`config.mk`:
```
export PLATFORM = sky130hd
export DESIGN_NAME = hist_ctrl_flat
export DESIGN_NICKNAME = d
export VERILOG_FILES = /design/src/rtl/hist_if.sv /design/src/rtl/hist_ctrl.sv /design/src/flat_wrapper.sv
export SDC_FILE = /design/constraint.sdc
export NUM_CORES = 1
export LEC_CHECK = 0
export ABC_AREA = 0
export BUFFER_PORTS_ARGS = -buffer_cell sky130_fd_sc_hd__buf_2
export CAP_MARGIN = 20
export CELL_PAD_IN_SITES_DETAIL_PLACEMENT = 0
export CELL_PAD_IN_SITES_GLOBAL_PLACEMENT = 1
export CORE_MARGIN = 2
export CORE_UTILIZATION = 52
export CTS_CLUSTER_DIAMETER = 80
export DETAILED_ROUTE_END_ITERATION = 8
export GPL_TIMING_DRIVEN = 0
export PLACE_DENSITY_LB_ADDON = 0.1
export SLEW_MARGIN = 10
export SYNTH_ARGS = -nofsm -noshare
export SYNTH_HDL_FRONTEND = slang
export SYNTH_SLANG_ARGS = --single-unit
```
`constraint.sdc`:
```
create_clock -name clk -period 7.5 [get_ports clk]
set_input_delay 0.75 -clock clk [delete_from_list [all_inputs] [get_ports clk]]
set_output_delay 0.75 -clock clk [all_outputs]
set_load 0.02 [all_outputs]
```
`src/rtl/hist_if.sv`:
```
// hist_if: sample, command and readout signals of the histogram controller.
// master = stimulus/consumer side, slave = hist_ctrl side.
interface hist_if #(
    parameter int CNT_W = 8
);
    logic [7:0]       sample_in;
    logic             sample_valid;
    logic             sample_ready;
    logic             cmd_start;
    logic             cmd_stop;
    logic             cmd_clear;
    logic             rd_valid;
    logic             rd_ready;
    logic [3:0]       rd_bin;
    logic [CNT_W-1:0] rd_count;
    logic [1:0]       state;
    logic             ovf;

    modport master (
        output sample_in, sample_valid, cmd_start, cmd_stop, cmd_clear, rd_ready,
        input  sample_ready, rd_valid, rd_bin, rd_count, state, ovf
    );

    modport slave (
        input  sample_in, sample_valid, cmd_start, cmd_stop, cmd_clear, rd_ready,
        output sample_ready, rd_valid, rd_bin, rd_count, state, ovf
    );
endinterface

```
`src/rtl/hist_ctrl.sv`:
```
// hist_ctrl: 16-bin histogram of sample_in[7:4] with clear / accumulate / dump
// phases and a sticky overflow flag.
// Build option: define HIST_SAT_EN to make full bins saturate instead of wrap.
module hist_ctrl #(
    parameter int CNT_W = 8
) (
    input logic  clk,
    input logic  rst_n,
    hist_if.slave bus
);
    typedef enum logic [1:0] {
        ST_IDLE  = 2'd0,
        ST_CLEAR = 2'd1,
        ST_ACCUM = 2'd2,
        ST_DUMP  = 2'd3
    } state_t;

    localparam logic [CNT_W-1:0] CNT_MAX  = {CNT_W{1'b1}};
    localparam logic [CNT_W-1:0] CNT_ZERO = {CNT_W{1'b0}};
    localparam logic [CNT_W-1:0] CNT_ONE  = {{(CNT_W-1){1'b0}}, 1'b1};

    state_t           state_r;
    state_t           state_nxt_s;
    logic [CNT_W-1:0] bins_r     [16];
    logic [CNT_W-1:0] bins_nxt_s [16];
    logic [3:0]       clr_idx_r;
    logic [3:0]       clr_idx_nxt_s;
    logic [3:0]       rd_bin_r;
    logic [3:0]       rd_bin_nxt_s;
    logic [CNT_W-1:0] rd_count_r;
    logic             rd_valid_r;
    logic             sample_ready_r;
    logic             ovf_r;
    logic             ovf_nxt_s;
    logic             hit_s;
    logic [3:0]       hit_idx_s;

    // Next value of a bin that takes one more hit.
    function automatic logic [CNT_W-1:0] bin_inc(input logic [CNT_W-1:0] v);
`ifdef HIST_SAT_EN
        if (v == CNT_MAX) begin
            bin_inc = CNT_MAX;
        end else begin
            bin_inc = v + CNT_ONE;
        end
`else
        bin_inc = v + CNT_ONE;
`endif
    endfunction

    // Next-state logic: command decode, clear sweep and readout pointer.
    always_comb begin
        state_nxt_s   = state_r;
        clr_idx_nxt_s = 4'd0;
        rd_bin_nxt_s  = 4'd0;
        case (state_r)
            ST_IDLE: begin
                if (bus.cmd_clear) begin
                    state_nxt_s = ST_CLEAR;
                end else if (bus.cmd_start) begin
                    state_nxt_s = ST_ACCUM;
                end else begin
                    state_nxt_s = ST_IDLE;
                end
            end
            ST_CLEAR: begin
                clr_idx_nxt_s = clr_idx_r + 4'd1;
                if (clr_idx_r == 4'd15) begin
                    state_nxt_s = ST_IDLE;
                end else begin
                    state_nxt_s = ST_CLEAR;
                end
            end
            ST_ACCUM: begin
                if (bus.cmd_stop) begin
                    state_nxt_s = ST_DUMP;
                end else begin
                    state_nxt_s = ST_ACCUM;
                end
            end
            ST_DUMP: begin
                if (bus.rd_ready) begin
                    if (rd_bin_r == 4'd15) begin
                        state_nxt_s  = ST_IDLE;
                        rd_bin_nxt_s = 4'd0;
                    end else begin
                        state_nxt_s  = ST_DUMP;
                        rd_bin_nxt_s = rd_bin_r + 4'd1;
                    end
                end else begin
                    rd_bin_nxt_s = rd_bin_r;
                end
            end
            default: begin
                state_nxt_s = ST_IDLE;
            end
        endcase
    end

    // Next bin contents and overflow flag: clear sweep or one sample hit.
    always_comb begin
        hit_s     = (state_r == ST_ACCUM) && bus.sample_valid;
        hit_idx_s = bus.sample_in[7:4];
        ovf_nxt_s = ovf_r;
        for (int i = 0; i < 16; i++) begin
            bins_nxt_s[i] = bins_r[i];
        end
        if (state_r == ST_CLEAR) begin
            bins_nxt_s[clr_idx_r] = CNT_ZERO;
            ovf_nxt_s             = 1'b0;
        end else if (hit_s) begin
            bins_nxt_s[hit_idx_s] = bin_inc(bins_r[hit_idx_s]);
            if (bins_r[hit_idx_s] == CNT_MAX) begin
                ovf_nxt_s = 1'b1;
            end else begin
                ovf_nxt_s = ovf_r;
            end
        end else begin
            ovf_nxt_s = ovf_r;
        end
    end

    // FSM state register.
    always_ff @(posedge clk or negedge rst_n) begin
        if (!rst_n) begin
            state_r <= ST_IDLE;
        end else begin
            state_r <= state_nxt_s;
        end
    end

    // Bin storage, clear index and sticky overflow.
    always_ff @(posedge clk or negedge rst_n) begin
        if (!rst_n) begin
            for (int i = 0; i < 16; i++) begin
                bins_r[i] <= CNT_ZERO;
            end
            clr_idx_r <= 4'd0;
            ovf_r     <= 1'b0;
        end else begin
            for (int i = 0; i < 16; i++) begin
                bins_r[i] <= bins_nxt_s[i];
            end
            clr_idx_r <= clr_idx_nxt_s;
            ovf_r     <= ovf_nxt_s;
        end
    end

    // Registered outputs, computed from next state so they line up with state_r
    // (the readout count includes a hit landing on the same edge as the stop).
    always_ff @(posedge clk or negedge rst_n) begin
        if (!rst_n) begin
            rd_valid_r     <= 1'b0;
            rd_bin_r       <= 4'd0;
            rd_count_r     <= CNT_ZERO;
            sample_ready_r <= 1'b0;
        end else begin
            rd_valid_r     <= (state_nxt_s == ST_DUMP);
            rd_bin_r       <= rd_bin_nxt_s;
            rd_count_r     <= (state_nxt_s == ST_DUMP) ? bins_nxt_s[rd_bin_nxt_s] : CNT_ZERO;
            sample_ready_r <= (state_nxt_s == ST_ACCUM);
        end
    end

    assign bus.state        = state_r;
    assign bus.sample_ready = sample_ready_r;
    assign bus.rd_valid     = rd_valid_r;
    assign bus.rd_bin       = rd_bin_r;
    assign bus.rd_count     = rd_count_r;
    assign bus.ovf          = ovf_r;

endmodule

```
`src/flat_wrapper.sv`:
```
// flat-port wrapper written by rule: the top's interface ports become plain ports
module hist_ctrl_flat 
#(
    parameter int CNT_W = 8
)
  (clk, rst_n, bus_sample_in, bus_sample_valid, bus_cmd_start, bus_cmd_stop, bus_cmd_clear, bus_rd_ready, bus_sample_ready, bus_rd_valid, bus_rd_bin, bus_rd_count, bus_state, bus_ovf);
  hist_if #(.CNT_W(CNT_W)) bus_i ();
  input logic clk;
  input logic rst_n;
  input wire logic [$bits(bus_i.sample_in)-1:0] bus_sample_in;
  input wire logic [$bits(bus_i.sample_valid)-1:0] bus_sample_valid;
  input wire logic [$bits(bus_i.cmd_start)-1:0] bus_cmd_start;
  input wire logic [$bits(bus_i.cmd_stop)-1:0] bus_cmd_stop;
  input wire logic [$bits(bus_i.cmd_clear)-1:0] bus_cmd_clear;
  input wire logic [$bits(bus_i.rd_ready)-1:0] bus_rd_ready;
  output wire logic [$bits(bus_i.sample_ready)-1:0] bus_sample_ready;
  output wire logic [$bits(bus_i.rd_valid)-1:0] bus_rd_valid;
  output wire logic [$bits(bus_i.rd_bin)-1:0] bus_rd_bin;
  output wire logic [$bits(bus_i.rd_count)-1:0] bus_rd_count;
  output wire logic [$bits(bus_i.state)-1:0] bus_state;
  output wire logic [$bits(bus_i.ovf)-1:0] bus_ovf;
  assign bus_i.sample_in = bus_sample_in;
  assign bus_i.sample_valid = bus_sample_valid;
  assign bus_i.cmd_start = bus_cmd_start;
  assign bus_i.cmd_stop = bus_cmd_stop;
  assign bus_i.cmd_clear = bus_cmd_clear;
  assign bus_i.rd_ready = bus_rd_ready;
  assign bus_sample_ready = bus_i.sample_ready;
  assign bus_rd_valid = bus_i.rd_valid;
  assign bus_rd_bin = bus_i.rd_bin;
  assign bus_rd_count = bus_i.rd_count;
  assign bus_state = bus_i.state;
  assign bus_ovf = bus_i.ovf;
  hist_ctrl #(.CNT_W(CNT_W)) u_core (.clk(clk), .rst_n(rst_n), .bus(bus_i));
endmodule
```
# After elaboration in Yosys (flattened, before gate mapping)
# Cells that the tools add are included.
# Widths: inputs -> output; s select.
[word_totals]
ff_bits = 149
out_inout_bits = 17
[op_classes]
reduce_logical = 7
n_eq_ne = 8
bitwise_logic = 5
addsub = 3
magnitude_cmp = 5
n_mux = 28
[op_table]
columns = ["operator", "n"]
rows = [
  ["$mux 128", 2],
  ["$and 128x128->128", 1],
  ["$bwmux 128", 1],
  ["$not 128->128", 1],
  ["$bmux 8 s4", 2],
  ["$demux 8 s4", 2],
  ["$mux 8", 7],
  ["$mux 4", 4],
  ["$ge 5x5->1 const B", 3],
  ["$not 4->5", 3],
  ["$lt 5x1->1 const B", 2],
  ["$add 4x1->4 const B", 2],
  ["$add 8x1->8 const B", 1],
  ["$eq 2x2->1 const B", 4],
  ["$eq 4x4->1 const B", 2],
  ["$eq 8x8->1 const B", 1],
  ["$mux 2", 4],
  ["$pmux 2 s4", 1],
  ["$mux 1", 5],
  ["$reduce_bool 2->1", 2],
  ["$logic_and 1x1->1", 3],
  ["$eq 2x1->1 const B", 1],
  ["$logic_not 2->1", 1],
  ["$reduce_and 2->1", 1],
]

# Logic depth before layout (Yosys ltp)
[depth]
word_depth = 12
depth_mapped = 15

# Worst setup path after synthesis
# Ideal clock, no wire load.
[synth_path]
path_type = "input to register"
startpoint = "input port bus_sample_in[4]"
endpoint = "register u_core.rd_count_r[2], in the netlist u_core.bus.rd_count[2]"
path_stages = 12
slack_ns = 3.930
n_path_buf = 2
arrival_time_ns = 3.506
cell_sequence = "buf_6 > buf_6 > mux4_2 > a22oi_2 > nand2_1 > ha_1 > xor2_1 > a32oi_1 > o41ai_1 > o21ai_0 > a41oi_1 > o21a_1"
[synth_via]
elab_chain_len = 12
word_cells_on_any_way = 17
[synth_rtl]
columns = ["item", "line_no", "text"]
rows = [
  ["start, declared", "flat_wrapper.sv:10", "input wire logic [$bits(bus_i.sample_in)-1:0] bus_sample_in;"],
  ["$not 4->5 (implied by the code) *", "hist_ctrl.sv:112", "bins_nxt_s[hit_idx_s] = bin_inc(bins_r[hit_idx_s]);"],
  ["$bmux 8 s4 (tied with other cells)", "hist_ctrl.sv:112", ""],
  ["$mux 8 (implied by the code) / $logic_and 1x1->1 (equally long branches)", "hist_ctrl.sv:112", ""],
  ["$mux 8 (implied by the code)", "hist_ctrl.sv:112", ""],
  ["$add 8x1->8 / $demux 8 s4 (equally long branches)", "hist_ctrl.sv:47, hist_ctrl.sv:112", ""],
  ["$bwmux 128 *", "hist_ctrl.sv:112", ""],
  ["$mux 128 *", "hist_ctrl.sv:111", "end else if (hit_s) begin"],
  ["$mux 128 *", "hist_ctrl.sv:108", "if (state_r == ST_CLEAR) begin"],
  ["$bmux 8 s4 *", "hist_ctrl.sv:160", "rd_count_r <= (state_nxt_s == ST_DUMP) ? bins_nxt_s[rd_bin_nxt_s] : CNT_ZERO;"],
  ["$mux 8 (implied by the code) * (2 in a row)", "hist_ctrl.sv:160", ""],
  ["$mux 8 *", "hist_ctrl.sv:160", ""],
  ["end signal, assigned", "hist_ctrl.sv:160", ""],
  ["end, declared", "hist_ctrl.sv:30", "logic [CNT_W-1:0] rd_count_r;"],
]
# Mark *: on every way between the ends. The rest lies on a longest branch, timed or not. The select of a mux whose other input is x is not followed.
# A chain may end at the register's enable or synchronous reset.

==> impl_metrics.toml <==
[status]
status = "complete, no violations"

[logic_synthesis]
synth.distinct_cells = 80
synth_commonest_cells = "154 x nand2_1, 149 x dfrtp_1, 125 x o21ai_0"
ys_ff_latch = 149
synth_warnings = 0
syn-cell-area_sq_mm = 0.008207
synthArstFlopShare_pct = 100.0
synth_area_leaders = "dfrtp_1 45%, o21ai_0 7.6%, mux4_2 7.1%, nand2_1 7.0%, mux4_1 2.9%"
post_synth.cell_area_avg_sq_um = 9.793
synth_top_area_cell = "dfrtp_1"
synth_most_common_cell = "nand2_1"
postSynthCellCount = 838
synth_edf_count = 0
synth-main-ff-cell = "dfrtp_1"
yosys.area.top_type_share_pct = 45.43
mappedNetlistNets = 859
synth-seq-area-share_pct = 45.43

[detailed_routing]
wl_met3_um = 3903
wl_per_cell_um = 29.02
wl_met1_um = 11820
via_per_inst = 7.006
finalWirelength_um = 32180
drtIter0Drc = 1117
vias = 7770
dr_wl_met2_um = 14120
drc = 0
ant_nets = 0
top_layer = "met4"
dr.pass1.iters = 7

[critical_path]
cp.arrival_ns = 5.08
reg2reg_depth = 10
rrSetupSlack_ns = 3.35
cp_slowest_stage_delay_ns = 0.68
path_class = "input pin to flop"
worstPathMaxFanout = 10
cp.depth = 13
path_cells = "buf_2 > buf_2 > buf_4 > mux4_2 > a22oi_2 > nand2_1 > ha_1 > xor2_1 > nand2_1 > o21ai_1 > o21ai_0 > a41oi_1 > o21a_1"
endpoint_kind = "flop"
required_ns = 7.87
reg2reg_from = "u_core.bins_r[96]"
startpoint = "bus_sample_in[5]"
crit_path_end = "u_core.bus.rd_count[2]"
slowest_stage = "xor2_1"
start_kind = "input pin"
crit_buf_inv = 3
cp_top_family = "compound AO/OA/AOI/OAI gates"
r2r-end = "u_core.bus.rd_count[2]"

[global_routing]
grt_pass1_wl_um = 47060
grt_pass1_vias = 7594
grt_max_degree = 104
grt-ovfl-total = 0
antenna_found_initial = 0
grt_usage_pct = 39.56

[sta]
slew_headroom_pct = 18.64
setup_viol_count_final = 0
fin_worst_skew_ns = 0.01192
worst_pin_slew_ns = 1.220
timing.final.crit_period_ns = 4.705
fmax_mhz = 212.5
rsz0062_at_grt = "false"
hold_viol = 0
finalCritPeriodShare_pct = 62.73
hold_ws_ns = 0.1966
finalSetupTns_ns = 0
setup_ws_ns = 2.795
slew_viol_final = 0

[cells_and_area]
fin_nets = 908
diodes = 0
design_area_sq_mm = 0.009270
syn_to_final_growth_pct = 12.96
drive_above_1_share_pct = 14.25
fill_cells = 1345
stdcell_count = 1109

[placed_design]
place.detailed.instances = 1076
place_area_sq_mm = 0.008645
gp_congestion = 0.9697
dpl.hpwl_um = 22370
dpl_worst_slack_ns = 2.571
io_buffer_count = 25

[cts]
htreeDepth = 4
cts_sinks = 149
clock_latency_ns = 0.44
path_clk_slew_ns = 0.06
hold_buffers = 0
cts_buffers = 17
cts_root_buf = "clkbuf_16"
postCtsResizedCells = 0
postCtsSetupRepairBufs = 0
cts_buffer_depth = 2
cts_tree = "done"

[pwr]
powerDensity_mw_per_mm2 = 261.9
p_leak_nw = 3.920
ir_worst_vdd_v = 0.0002305

[floorplan]
ios = 32
die_w_um = 129.6
rows = 45
die_h_um = 129.6
initial_core_util_pct = 53.59
coreArea_sq_mm = 0.01531
die_area_sq_mm = 0.01680

[flow_run]
maxCapViolCount = 0

[min_path]
min_path_type = "input pin to asynchronous set/reset pin"
-- cell type report --
type	instances	area (sq um)	area share, %
repair buffers	30	196.4	2.119
well taps	211	264.0	2.848
clock buffers	19	452.9	4.886
multi-input cells	619	4143	44.69
plain buffers	55	277.8	2.996
flip-flops and latches	149	3729	40.22
inverters	15	57.56	0.6209
clock inverters	11	150.1	1.620
-- sequential cells by signal, indices dropped and copies added, names as in the netlist --
register and flops:
u_core.bins_r 128, u_core.bus.ovf 1, u_core.bus.rd_bin 4, u_core.bus.rd_count 8, u_core.bus.rd_valid 1, u_core.bus.sample_ready 1
u_core.bus.state 2, u_core.clr_idx_r 4
-- per-layer routing --
metal / vias to the layer above / track usage, %
li1: 3216 / -
met1: 3800 / 50.01
met2: 601 / 59.47
met3: 153 / 11.73
met4: 0 / 25.62
met5: - / 0
-- cells in the final DEF (no fill, tap or decap), types with 11 or more instances in the layout --
cell type	instances
o21ai_0	125
inv_1	13
buf_2	34
nor3_1	13
o211ai_1	23
mux2i_1	11
clkbuf_16	17
nand3_1	35
mux4_2	26
clkbuf_1	36
dfrtp_1	149
nand4_1	11
nand2_1	154
nor2_1	34
a21oi_1	26
-- logic make-up (layout without fill, tap and decap cells) --
| kind of cell | count (synthesis) | in the layout | share of synthesized area [%] |
|---|---|---|---|
| adders and majority gates | 6 | 6 | 0.9147 |
| muxes | 47 | 47 | 11.50 |
| xor gates and xnor gates | 11 | 11 | 1.265 |
| AOI/OAI and AO/OA | 270 | 270 | 21.02 |
| and+or+nand+nor | 285 | 285 | 15.78 |
| buffers and inverters | 70 | 130 | 4.086 |
| DFF | 149 | 149 | 45.43 |
-- power by group --
part           switching (W)  internal, W  total, W
logic               0.000475     0.000172  0.000647
clock network       0.000350     0.000539  0.000889
registers          0.0000394     0.000853  0.000892
total               0.000864      0.00156   0.00243
-- per-stage QoR --
step / util [%] / power, W
4_1_cts: 60.38 / 0.002401
3_3_place_gp: 56.13 / 0.001514
6_report: 60.53 / 0.002428
3_5_place_dp: 56.45 / 0.001525
5_1_grt: 60.53 / 0.002489
2_1_floorplan: - / 0.001267
-- worst min path at each step --
stage                             startpoint                    to  slack (ns)  depth (start not counted)
after CTS                              rst_n  u_core.bus.rd_bin[3]        0.22                          1
after global routing                   rst_n  u_core.bus.rd_bin[3]        0.23                          1
after detailed placement      u_core.bus.ovf        u_core.bus.ovf        0.49                          2
after global placement    u_core.bins_r[109]    u_core.bins_r[109]        0.47                          2
after floorplan                        rst_n      u_core.bins_r[0]        0.45                          0
final                                  rst_n  u_core.bus.rd_bin[3]        0.20                          1
Note: power is estimated with default switching activity, not from simulation.
